===== src/rtl/fpu_pkg.sv =====
// Shared definitions for the float-to-integer conversion scheduler:
// rounding-mode encodings, the S1 payload layout and rm legality.
package fpu_pkg;

    localparam logic [2:0] RM_RNE = 3'b000;
    localparam logic [2:0] RM_RTZ = 3'b001;
    localparam logic [2:0] RM_RDN = 3'b010;
    localparam logic [2:0] RM_RUP = 3'b011;
    localparam logic [2:0] RM_RMM = 3'b100;
    localparam logic [2:0] RM_DYN = 3'b111;

    // Tag width carried in the S1 payload; the scheduler's TAG_W defaults to this.
    localparam int CVT_TAG_W = 5;

    typedef struct packed {
        logic [31:0]          src;
        logic [2:0]           rm;
        logic                 is_signed;
        logic [CVT_TAG_W-1:0] tag;
        logic                 lane;
        logic                 illegal;
    } s1_payload_t;

    function automatic logic rm_is_illegal(input logic [2:0] rm);
        return (rm == 3'b101) || (rm == 3'b110) || (rm == 3'b111);
    endfunction

endpackage


===== src/rtl/fpu_flt2int.sv =====
// Combinational single-precision to 32-bit integer conversion with
// rounding and saturation (NaN saturates to the positive maximum).
module fpu_flt2int
    import fpu_pkg::*;
(
    input  logic [31:0] src,
    input  logic [2:0]  rm,
    input  logic        is_signed,
    output logic [31:0] result
);

    logic               sgn;
    logic               is_nan;
    logic [7:0]         expo;
    logic [23:0]        sig;
    logic [63:0]        fixed;
    logic [31:0]        int_part;
    logic               guard;
    logic               sticky;
    logic               inc;
    logic [32:0]        mag;
    logic signed [31:0] neg_val;

    always_comb begin
        sgn    = src[31];
        expo   = src[30:23];
        is_nan = (expo == 8'hFF) && (src[22:0] != 23'd0);
        sig    = {expo != 8'd0, src[22:0]};

        // Integer part in [63:32], fraction in [31:0]; below 2^-9 only stickiness matters.
        fixed = 64'd0;
        if (expo >= 8'd118 && expo <= 8'd158)
            fixed = {40'd0, sig} << (expo - 8'd118);
        int_part = fixed[63:32];
        guard    = fixed[31];
        sticky   = (|fixed[30:0]) | ((expo < 8'd118) & (|src[30:0]));

        case (rm)
            RM_RNE:  inc = guard & (sticky | int_part[0]);
            RM_RDN:  inc = sgn & (guard | sticky);
            RM_RUP:  inc = ~sgn & (guard | sticky);
            RM_RMM:  inc = guard;
            default: inc = 1'b0;
        endcase

        mag     = {1'b0, int_part} + {32'd0, inc};
        neg_val = -$signed(mag[31:0]);

        if (expo > 8'd158) begin
            if (is_signed)
                result = (sgn && !is_nan) ? 32'h8000_0000 : 32'h7FFF_FFFF;
            else
                result = (sgn && !is_nan) ? 32'h0000_0000 : 32'hFFFF_FFFF;
        end else if (is_signed) begin
            if (sgn)
                result = (mag > 33'h0_8000_0000) ? 32'h8000_0000 : neg_val;
            else
                result = (mag > 33'h0_7FFF_FFFF) ? 32'h7FFF_FFFF : mag[31:0];
        end else begin
            if (sgn)
                result = 32'h0000_0000;
            else
                result = mag[32] ? 32'hFFFF_FFFF : mag[31:0];
        end
    end

endmodule


===== src/rtl/fpu_rr_arb2.sv =====
// Two-input round-robin arbiter; the pointer moves past the granted lane
// only when a grant is actually consumed.
module fpu_rr_arb2 (
    input  logic       clk,
    input  logic       rst,
    input  logic [1:0] req,
    input  logic       advance,
    output logic [1:0] grant
);

    logic rr_ptr;

    always_comb begin
        grant = 2'b00;
        if (req[rr_ptr])
            grant[rr_ptr] = 1'b1;
        else if (req[~rr_ptr])
            grant[~rr_ptr] = 1'b1;
    end

    always_ff @(posedge clk or posedge rst) begin
        if (rst)
            rr_ptr <= 1'b0;
        else if (advance)
            rr_ptr <= ~grant[1];
    end

endmodule


===== src/rtl/fpu_cvt_sched.sv =====
// Two-lane round-robin scheduler around the shared float-to-int converter:
// issue register S1, converter, result register S2, with backpressure and flush.
module fpu_cvt_sched
    import fpu_pkg::*;
#(
    parameter int TAG_W = CVT_TAG_W
) (
    input  logic                  clk,
    input  logic                  rst,
    input  logic [1:0]            req_valid,
    output logic [1:0]            req_ready,
    input  logic [1:0]            req_op_signed,
    input  logic [1:0][2:0]       req_rm,
    input  logic [1:0][31:0]      req_src,
    input  logic [1:0][TAG_W-1:0] req_tag,
    input  logic [2:0]            frm,
    input  logic                  flush,
    output logic                  out_valid,
    input  logic                  out_ready,
    output logic [31:0]           out_data,
    output logic [TAG_W-1:0]      out_tag,
    output logic                  out_lane,
    output logic                  out_illegal,
    output logic                  busy
);

    logic                 s1_valid;
    logic                 s2_valid;
    s1_payload_t          s1;
    s1_payload_t          s1_next;
    logic [31:0]          cvt_data;
    logic [31:0]          s2_data;
    logic [CVT_TAG_W-1:0] s2_tag;
    logic                 s2_lane;
    logic                 s2_illegal;
    logic                 s2_free;
    logic                 s1_adv;
    logic                 can_accept;
    logic                 accept;
    logic                 sel;
    logic [1:0]           grant;
    logic [2:0]           eff_rm;

    assign s2_free    = ~s2_valid | out_ready;
    assign s1_adv     = s1_valid & s2_free;
    assign can_accept = (~s1_valid | s1_adv) & ~flush & ~rst;
    assign req_ready  = grant & {2{can_accept}};
    assign accept     = |(req_valid & req_ready);
    assign sel        = grant[1];

    fpu_rr_arb2 u_arb (
        .clk     (clk),
        .rst     (rst),
        .req     (req_valid),
        .advance (accept),
        .grant   (grant)
    );

    always_comb begin
        eff_rm            = (req_rm[sel] == RM_DYN) ? frm : req_rm[sel];
        s1_next.src       = req_src[sel];
        s1_next.rm        = eff_rm;
        s1_next.is_signed = req_op_signed[sel];
        s1_next.tag       = CVT_TAG_W'(req_tag[sel]);
        s1_next.lane      = sel;
        s1_next.illegal   = rm_is_illegal(eff_rm);
    end

    // S1: issue register
    always_ff @(posedge clk or posedge rst) begin
        if (rst)
            s1_valid <= 1'b0;
        else if (flush)
            s1_valid <= 1'b0;
        else if (accept)
            s1_valid <= 1'b1;
        else if (s1_adv)
            s1_valid <= 1'b0;
    end

    always_ff @(posedge clk) begin
        if (accept)
            s1 <= s1_next;
    end

    fpu_flt2int u_cvt (
        .src       (s1.src),
        .rm        (s1.rm),
        .is_signed (s1.is_signed),
        .result    (cvt_data)
    );

    // S2: result register; data is reset too so outputs read zero out of reset
    always_ff @(posedge clk or posedge rst) begin
        if (rst) begin
            s2_valid   <= 1'b0;
            s2_data    <= 32'd0;
            s2_tag     <= '0;
            s2_lane    <= 1'b0;
            s2_illegal <= 1'b0;
        end else begin
            if (flush)
                s2_valid <= 1'b0;
            else if (s2_free)
                s2_valid <= s1_valid;
            if (s1_adv) begin
                s2_data    <= s1.illegal ? 32'd0 : cvt_data;
                s2_tag     <= s1.tag;
                s2_lane    <= s1.lane;
                s2_illegal <= s1.illegal;
            end
        end
    end

    assign out_valid   = s2_valid;
    assign out_data    = s2_data;
    assign out_tag     = TAG_W'(s2_tag);
    assign out_lane    = s2_lane;
    assign out_illegal = s2_illegal;
    assign busy        = s1_valid | s2_valid;

endmodule


===== config.mk =====
export PLATFORM = sky130hd
export DESIGN_NAME = fpu_cvt_sched
export DESIGN_NICKNAME = d
export VERILOG_FILES = /design/src/rtl/fpu_pkg.sv /design/src/rtl/fpu_flt2int.sv /design/src/rtl/fpu_rr_arb2.sv /design/src/rtl/fpu_cvt_sched.sv
export SDC_FILE = /design/constraint.sdc
export NUM_CORES = 1
export LEC_CHECK = 0
export CAP_MARGIN = 10
export CORE_MARGIN = 2
export CORE_UTILIZATION = 45
export CTS_BUF_LIST = sky130_fd_sc_hd__clkbuf_8 sky130_fd_sc_hd__clkbuf_16
export DETAILED_ROUTE_END_ITERATION = 12
export PLACE_DENSITY_LB_ADDON = 0.25
export SLEW_MARGIN = 40
export SYNTH_ARGS = -nofsm -noshare
export SYNTH_HDL_FRONTEND = slang
export SYNTH_SLANG_ARGS = --single-unit

===== constraint.sdc =====
create_clock -name clk -period 11.91 [get_ports clk]
set_input_delay 2.382 -clock clk [delete_from_list [all_inputs] [get_ports clk]]
set_output_delay 2.382 -clock clk [all_outputs]
set_load 0.005 [all_outputs]

==> results of run 1 <==
[power by group through the flow]
stage	Sequential (mW)	Clock, mW	Combinational, mW
after floorplan	0.387	0	0.310
after global placement	0.393	0	0.495
after detailed placement	0.395	0	0.497
after CTS	0.389	0.305	0.499
after global routing	0.394	0.314	0.550
final	0.389	0.298	0.507
[worst min-delay path by stage]
stage	from	end	slack, ns	depth (start not counted)
global placement	s1[1]	out_lane	0.46	1
detailed placement	s1[1]	out_lane	0.47	1
finish	s1[3]	out_tag[1]	0.48	1
floorplan	s1[1]	out_lane	0.46	1
CTS	s1[1]	out_lane	0.48	1
global route	s1[6]	out_tag[4]	0.50	1
[cell usage in the layout (no fill, tap or decap), types with 9 or more instances in the layout]
cell type,n
a21oi_1,52
nand2b_1,9
dfrtp_1,42
nand3_1,36
nand2_1,213
o211ai_1,11
clkbuf_16,9
edfxtp_1,43
nor4_1,27
o21ai_0,60
mux4_2,20
a22oi_1,9
nand4_1,20
clkdlybuf4s50_1,133
nor3_1,46
xnor2_1,17
xor2_1,19
buf_4,17
and2_1,9
inv_1,15
or3_1,10
o31ai_1,14
a211oi_1,15
mux2i_1,36
a31oi_1,12
o21ai_1,14
nor2_1,78
mux2_2,16
[worst max-delay path, cell delays in order (launching register included)]
cell      delay, ns
edfxtp_1       0.33
buf_4          0.40
inv_1          0.25
ha_1           0.81
clkinv_1       0.66
a22oi_1        0.64
nor3_1         0.11
a211oi_1       0.41
nand4b_1       0.15
nor4_1         0.27
nand4_1        0.18
nor3_1         0.34
o21ai_0        0.14
and3_1         0.16
ha_1           0.20
ha_1           0.29
o311a_1        0.14
a21oi_1        0.17
o211a_1        0.32
or4bb_1        0.52
o22ai_2        0.27
o211ai_2       0.15
nor4_4         0.54
nand4_4        0.28
o21ai_4        0.53
o21ai_1        0.19
o21ai_0        0.21
[routing by layer]
metal,GRT usage (%),share of wire [%],up-vias
li1,-,-,4344
met1,40.7,43,4337
met2,43.9,45,472
met3,5.76,8.6,66
met4,9.91,3.1,0
met5,0,0,-
[per-stage QoR]
step	total power [mW]	hold slack (ns)	setup WS, ns	cells	utilization, %
3_5_place_dp	0.891	0.466	3.42	1444	53.4
2_1_floorplan	0.698	0.455	5.17	1098	-
4_1_cts	1.19	0.483	3.38	1460	55.1
5_1_grt	1.26	0.498	2.58	1460	55.1
3_3_place_gp	0.888	0.457	3.79	1441	53.1
6_report	1.19	0.478	3.16	1460	55.1
[cell type report]
type                       instances  area share, %
clock buffer                       9           2.12
sequential                        85           22.0
multi-input combinational        923           57.3
timing repair buffer             153           14.0
clock inverter                     7          0.846
tap                              265           3.11
inverter                          18          0.635
[logic make-up (layout without fill, tap and decap cells)]
family,Yosys count,after routing,share of synthesized area [%]
buffers and inverters,90,187,4.84
DFF,85,85,26.6
xor gates and xnor gates,40,40,4.07
adders and majority gates,8,8,1.14
muxes,72,72,11.3
and+or+nand+nor,507,507,28.5
AOI/OAI and AO/OA,296,296,23.6
[sequential cells by signal (all words and copies together) (netlist names)]
register / flops
s1: 43
out_illegal: 1
s1_valid: 1
out_valid: 1
out_lane: 1
u_arb.rr_ptr: 1
out_data: 32
out_tag: 5
==> flow_summary_export.csv, run 1 <==
group,metric,value,unit
outcome,run_status,"finished, final reports clean",
floorplanning,rows,51,
synthesis,synth_common_cells,"nand2_1 (213), nor2_1 (78), o21ai_0 (61)",
grt,gr-usage-all-layers,28.8,%
cts,cts_buffer_depth,2,
route,drt-total-wl,29500,µm
critical_path,cp_max_fo,40,
route,routed_via_density,6.31,
layout,multi_input_area,6090,µm²
power,switchingPower,0.444,mW
layout,n_antenna_cell,0,
sta,maxSlewViolCount,0,
synthesis,synth_edf_count,43,
sta,period_share,73.5,%
synthesis,ys_warn_count,0,
route,ant_nets,0,
route,via_count,9219,
synthesis,synth.net_count,1197,
route,post-route-drc-count,0,
layout,seq_area,2340,µm²
grt,grt_pass1_wl,46400,µm
synthesis,async_reset_ff_share,49.4,%
critical_path,cp-endpoint,"out_data[21]",
route,avgRoutedWirePerCell,20.2,µm
power,p_per_area,112,nW/µm²
grt,grt_max_degree,54,
sta,fin_tns_setup,0,ns
synthesis,synth_top_area_share,14.7,%
critical_path,cp-start-kind,"register",
floorplanning,die-area,20700,µm²
floorplanning,die_x,144,µm
synthesis,syn_area_per_cell,8.01,µm²
synthesis,synth.most_common_cell,"nand2_1",
grt,grt_antenna_before_repair,0,
grt,grt_remaining_overflow,0,
power,leakage,4.02,nW
critical_path,worstSetupStartpoint,"s1[35]",
critical_path,cp.arrival,9.02,ns
cts,clkSlewWorstSetupHoldPaths,0.07,ns
power,internal-power,0.750,mW
sta,setup_viol,0,
layout,final_net_count,1289,
synthesis,yosysTopAreaCell,"edfxtp_1",
synthesis,yosysUniqueCellTypes,95,
sta,hold_viol,0,
route,drt_first_pass_iters,5,
synthesis,synth-seq-area-share,26.6,%
synthesis,ys_ff_latch,85,
grt,grt_pass1_vias,8540,
sta,clock.fmax,0.114,GHz
power,power_frac_seq,32.6,%
critical_path,r2r_start,"s1[35]",
layout,post-route-cell-area,10600,µm²
floorplanning,core_area,19300,µm²
cts,post_cts_resized,0,
place,port_buffers,133,
power,switching_share,37.2,%
cts,root_buffer,"clkbuf_16",
critical_path,reg2reg_slack,3.16,ns
flow_run,cap_violations,0,
power,clkPwrFrac,25.0,%
layout,fill_cells,1861,
synthesis,ys.flop_type,"edfxtp_1",
floorplanning,die_h,144,µm
route,drt_iter0_drc,1039,
layout,synthToLayoutAreaGrowth,21.1,%
sta,tightest_slew,0.829,ns
place,dpl.hpwl,22400,µm
cts,post-cts-setup-buffer-count,0,
critical_path,crit_type,"register to register",
place,place.gp.congestion,1.03,
critical_path,endpoint_kind,"register",
floorplanning,start_util,45.5,%
synthesis,syn_area,8790,µm²
power,p_comb_share,42.5,%
cts,clock_latency,0.36,ns
cts,ctsHoldBuffers,0,
sta,period_needed,8.75,ns
worst_hold_path,hp-class,"register to register",
sta,rsz0062_at_grt,"false",
critical_path,crit_required,12.18,ns
sta,relSlewSlack,44.7,%
critical_path,r2r_cells,26,
synthesis,yosys-top-cells-area,"edfxtp_1 (15%), dfrtp_1 (12%), nand2_1 (9.1%), mux4_2 (5.1%), mux2i_1 (4.1%)",
cts,htree_levels,3,
layout,drive_gt1_share,10.1,%
critical_path,reg2reg_to,"out_data[21]",
cts,cts_sinks,85,
floorplanning,ios,134,
power,irDropWorstVdd,0.0785,mV
cts,cts_tree,"built",
cts,numCtsBuffers,9,
sta,fin_skew,0.0149,ns
synthesis,syn-instance-count,1098,
place,placed_area,10300,µm²
Note: power is estimated with default switching activity, not from simulation.
==> run 2: changes to the inputs <==
clock period = 7.5 ns   (was 11.91 ns; I/O delays follow)
==> flow_summary_export.csv, run 2 (synthesized netlist as in run 1, its figures left out) <==
group,metric,value,unit
cts,clock_latency,0.36,ns
grt,grt_remaining_overflow,0,
route,avgRoutedWirePerCell,20.4,µm
critical_path,cp-start-kind,"register",
sta,period_share,94.7,%
place,place.gp.congestion,1.01,
sta,rsz0062_at_grt,"false",
route,post-route-drc-count,0,
layout,final_net_count,1330,
floorplanning,start_util,45.5,%
critical_path,max_stage_delay,0.57,ns
critical_path,cp.arrival,7.35,ns
route,via_count,9514,
grt,gr-usage-all-layers,29.9,%
cts,cts_sinks,85,
grt,grt_pass1_vias,8967,
route,routed_via_density,6.34,
floorplanning,ios,134,
sta,hold_viol,0,
critical_path,crit_type,"register to register",
critical_path,critPathTopFamily,"simple AND/OR/NAND/NOR gates",
layout,drive_gt1_share,12.9,%
cts,ctsHoldBuffers,0,
place,port_buffers,133,
layout,layout_common_cells,"nand2_1 (213), clkdlybuf4s50_1 (133), nor2_1 (78)",
route,drt_first_pass_iters,7,
route,drt-total-wl,30600,µm
layout,regMostFlops,"s1",
critical_path,cp.buffers_inverters,4,
flow_run,cap_violations,0,
sta,setup_viol,0,
floorplanning,die_h,144,µm
cts,cts_tree,"built",
critical_path,crit_required,7.74,ns
critical_path,endpoint_kind,"register",
layout,largest_reg_flops,43,
layout,fill_cells,1786,
route,ant_nets,0,
grt,grt_pass1_wl,48300,µm
cts,root_buffer,"clkbuf_16",
cts,htree_levels,3,
critical_path,path_common_cell,"ha_1",
floorplanning,rows,51,
layout,postLayoutCoreUtil,56.6,%
floorplanning,die-area,20700,µm²
power,leakage,4.20,nW
sta,clock.fmax,0.141,GHz
floorplanning,die_x,144,µm
sta,maxSlewViolCount,0,
layout,layout_commonest_cell,"nand2_1",
cts,cts_buffer_depth,2,
route,drt_iter0_drc,834,
layout,n_antenna_cell,0,
cts,clkSlewWorstSetupHoldPaths,0.07,ns
outcome,run_status,"finished, final reports clean",
floorplanning,core_area,19300,µm²
cts,numCtsBuffers,9,
sta,fin_skew,0.0159,ns
sta,relSlewSlack,45.5,%
place,dpl.hpwl,23500,µm
sta,tightest_slew,0.812,ns
power,p_per_area,176,nW/µm²
worst_hold_path,hp-class,"register to register",
power,irDropWorstVdd,0.122,mV
sta,fin_tns_setup,0,ns
grt,grt_max_degree,54,
grt,grt_antenna_before_repair,0,
sta,period_needed,7.10,ns
layout,synthToLayoutAreaGrowth,24.6,%
critical_path,slowest_stage,"ha_1",
critical_path,cp_max_fo,14,
run 2: stage by stage:
stage	worst slack, ns	total power [mW]	hold WS [ns]	area (µm²)	instances
detailed placement	0.304	1.45	0.470	10500	1477
finish	0.395	1.93	0.472	11000	1501
floorplan	0.758	1.11	0.455	8790	1098
CTS	0.286	1.90	0.479	10800	1493
global placement	0.594	1.44	0.458	10500	1473
global route	0.0334	2.03	0.505	11000	1501
run 2: path summary, 6_finish.rpt:
path / start / to / slack [ns] / depth (start not counted)
setup / recovery: s1[35] / out_data[28] / 0.40 / 27
hold / removal: s1[2] / out_tag[0] / 0.47 / 1
setup reg to reg: s1[35] / out_data[28] / 0.40 / 27
hold reg to reg: s1[2] / out_tag[0] / 0.47 / 1
max in group asynchronous: rst / out_data[21] / 5.51 / 3
min in group asynchronous: rst / u_arb.rr_ptr / 1.61 / 3
run 2: worst reg2reg max path: stages (launching register included):
cell,delay [ns]
edfxtp_1,0.44
inv_1,0.10
ha_1,0.57
clkinv_1,0.22
buf_4,0.24
mux2i_1,0.49
nor3_1,0.11
a211oi_1,0.35
nand4b_1,0.15
nor4_1,0.21
nand4_1,0.13
nor3_1,0.38
o21ai_0,0.14
and3_1,0.17
ha_1,0.21
ha_1,0.21
buf_4,0.16
o311a_1,0.10
a21oi_1,0.20
o211a_1,0.20
or4bb_1,0.50
o22ai_2,0.25
o211ai_2,0.14
nor4_4,0.35
nand4_4,0.23
or4_1,0.56
o311ai_1,0.12
o21ai_1,0.10
run 2: what timing repair did:
item                                    CTS  global route
endpoints found under the setup margin    0            21
setup buffers                             0             8
resized for setup                         0             1
run 2: layout make-up:
cell class | count | area (µm²) | area share, %
clock buffers | 10 | 250 | 2.28
well taps | 265 | 332 | 3.03
clock inverters | 6 | 51.3 | 0.468
multi-input cells | 923 | 6100 | 55.7
inverters | 18 | 67.6 | 0.617
repair buffers | 194 | 1810 | 16.6
flip-flops and latches | 85 | 2340 | 21.4
run 2: where the power goes:
group	internal, mW	switching [mW]
logic	0.388	0.468
registers	0.566	0.0497
clock network	0.250	0.208
total	1.20	0.725
run 2: per-layer routing:
layer,global-route usage (%),routed length (µm)
met5,0,0
met4,12.6,1150
met3,7.06,2930
met2,45.1,13400
met1,41.1,13100
==> run 3: changes to the inputs <==
ABC_AREA = 1   (was not set)
PLACE_DENSITY_LB_ADDON = 0.3   (was 0.25)
==> flow_summary_export.csv, run 3 <==
group,metric,value,unit
route,drt_iter0_drc,943,
route,via_count,10200,
synthesis,synthAdderAreaFrac,1.14,%
cts,cts_buffer_depth,2,
critical_path,cp-start-kind,"register",
cts,clock_latency,0.36,ns
synthesis,syn-instance-count,1500,
route,routed_via_density,5.47,
route,drt_first_pass_iters,7,
synthesis,yosys-top-cells-area,"nand2_1 (26%), nand3_1 (16%), edfxtp_1 (15%), dfrtp_1 (12%), inv_1 (4.3%)",
layout,layout_commonest_cell,"nand2_1",
critical_path,slowest_stage,"nor4_1",
route,drt-total-wl,27900,µm
layout,fin_cells,1864,
layout,drive_gt1_share,6.19,%
cts,clkSlewWorstSetupHoldPaths,0.08,ns
sta,tightest_slew,0.818,ns
cts,post-cts-setup-buffer-count,0,
sta,fin_tns_setup,0,ns
floorplanning,core_area,19300,µm²
sta,period_needed,6.49,ns
floorplanning,rows,51,
outcome,run_status,"finished, final reports clean",
worst_hold_path,hold_start,"s1[6]",
synthesis,synthXorXnorAreaFrac,1.86,%
critical_path,r2r_start,"s1[36]",
floorplanning,start_util,45.6,%
floorplanning,die_h,144,µm
layout,layout_common_cells,"nand2_1 (619), nand3_1 (279), clkdlybuf4s50_1 (133)",
grt,grt_pass1_wl,45700,µm
place,post-place-ws,1.08,ns
grt,grt_pass1_vias,9195,
cts,cts_sinks,85,
synthesis,synth.most_common_cell,"nand2_1",
synthesis,ys.flop_type,"edfxtp_1",
layout,synthToLayoutAreaGrowth,20.2,%
place,port_buffers,133,
synthesis,synth_top_area_share,26.4,%
power,total_power,1.93,mW
floorplanning,die_x,144,µm
synthesis,synth-seq-area-share,26.6,%
route,post-route-drc-count,0,
layout,final_net_count,1693,
grt,gr-usage-all-layers,27.6,%
sta,rsz0062_at_grt,"false",
place,dpl.hpwl,21800,µm
cts,htree_levels,3,
grt,grt_remaining_overflow,0,
synthesis,synth_compound_area_share,6.50,%
layout,regMostFlops,"s1",
synthesis,yosysUniqueCellTypes,50,
synthesis,ys_warn_count,0,
worst_hold_path,hp-class,"register to register",
synthesis,syn_area,8810,µm²
sta,fin_skew,0.0192,ns
cts,cts_tree,"built",
synthesis,synth_edf_count,43,
route,ant_nets,0,
synthesis,ys_ff_latch,85,
place,dp.cells,1848,
layout,fill_cells,2001,
synthesis,async_reset_ff_share,49.4,%
sta,setup_viol,0,
place,place.gp.congestion,0.998,
critical_path,path_common_cell,"nand2_1",
floorplanning,ios,134,
sta,relSlewSlack,45.2,%
synthesis,yosysTopAreaCell,"nand2_1",
layout,n_antenna_cell,0,
cts,numCtsBuffers,9,
critical_path,crit_required,7.75,ns
route,avgRoutedWirePerCell,14.9,µm
sta,period_share,86.6,%
flow_run,cap_violations,0,
critical_path,endpoint_kind,"register",
cts,ctsHoldBuffers,0,
sta,clock.fmax,0.154,GHz
layout,largest_reg_flops,43,
critical_path,cp.arrival,6.75,ns
sta,hold_viol,0,
grt,grt_max_degree,48,
sta,setup_slack,1.01,ns
power,irDropWorstVdd,0.0991,mV
synthesis,synthMuxAreaShare,0.227,%
sta,maxSlewViolCount,0,
synthesis,synth-simple-area-share,54.9,%
power,leakage,5.18,nW
floorplanning,die-area,20700,µm²
grt,grt_antenna_before_repair,0,
synthesis,synth_common_cells,"nand2_1 (619), nand3_1 (279), inv_1 (100)",
synthesis,synth.net_count,1599,
synthesis,synth_top_family_by_area,"simple AND/OR/NAND/NOR gates",
critical_path,crit_type,"register to register",
cts,post_cts_resized,0,
critical_path,worstSetupStartpoint,"s1[36]",
critical_path,cp_max_fo,45,
power,p_per_area,182,nW/µm²
cts,root_buffer,"clkbuf_16",
critical_path,max_stage_delay,0.51,ns
synthesis,syn_area_per_cell,5.87,µm²
## run 3: cell types whose count changed in the layout (fill, tap and decap cells not counted), sizes merged, moves of 34 or more
cell   change
mux2i     -34
nand2    +409
nor3      -43
inv       +96
nand3    +254
buf       -42
nor2      +43
## run 3: layer usage
metal,up-vias,part of all wire [%],GRT usage [%]
li1,5107,-,-
met1,4595,45,38.7
met2,444,45,43.3
met3,53,7.7,4.70
met4,0,2.5,8.67
met5,-,0,0
## run 3: area by class of cell
class | count | area (µm²) | area share, %
tap | 265 | 332 | 3.13
multi-input combinational | 1229 | 5710 | 53.9
clock inverter | 7 | 76.3 | 0.720
inverter | 117 | 439 | 4.15
clock buffer | 9 | 225 | 2.13
sequential | 85 | 2340 | 22.1
timing repair buffer | 152 | 1470 | 13.9
## run 3: worst max-delay path: cells and delay by family (launching register included)
| kind | cells | cell delay (ns) |
|---|---|---|
| buffers and inverters | 2 | 0.20 |
| and+or+nand+nor | 32 | 4.22 |
| DFF | 1 | 0.40 |
| adders and majority gates | 3 | 0.77 |
| AOI/OAI and AO/OA | 4 | 0.78 |
## run 3: path summary, 6_finish.rpt
path                       slack [ns]           end  depth (start not counted)
min in group asynchronous        1.60      s1_valid                          3
hold reg to reg                  0.45    out_tag[4]                          2
setup reg to reg                 1.01  out_data[25]                         41
setup / recovery                 1.01  out_data[25]                         41
hold / removal                   0.45    out_tag[4]                          2
max in group asynchronous        5.51  out_data[19]                          3
## run 3: cells by family (layout without fill, tap and decap cells)
| logic type | count (synthesis) | count (layout) |
|---|---|---|
| mux | 2 | 2 |
| buf+inv | 186 | 285 |
| compound gates | 103 | 103 |
| xor+xnor | 17 | 17 |
| fa+ha+maj | 8 | 8 |
| flops | 85 | 85 |
| simple gates | 1099 | 1099 |
## run 3: stage by stage
step / hold slack (ns) / area [µm²] / util, %
after global routing: 0.470 / 10600 / 54.8
final: 0.447 / 10600 / 54.8
after CTS: 0.447 / 10600 / 54.8
after floorplan: 0.418 / 8810 / -
after detailed placement: 0.438 / 10300 / 53.2
after global placement: 0.425 / 10300 / 53.2
## run 3: report_power, final
part / internal, mW / switching (mW) / total (mW)
logic: 0.345 / 0.518 / 0.863
clock network: 0.236 / 0.218 / 0.455
registers: 0.569 / 0.0438 / 0.613
total: 1.15 / 0.780 / 1.93
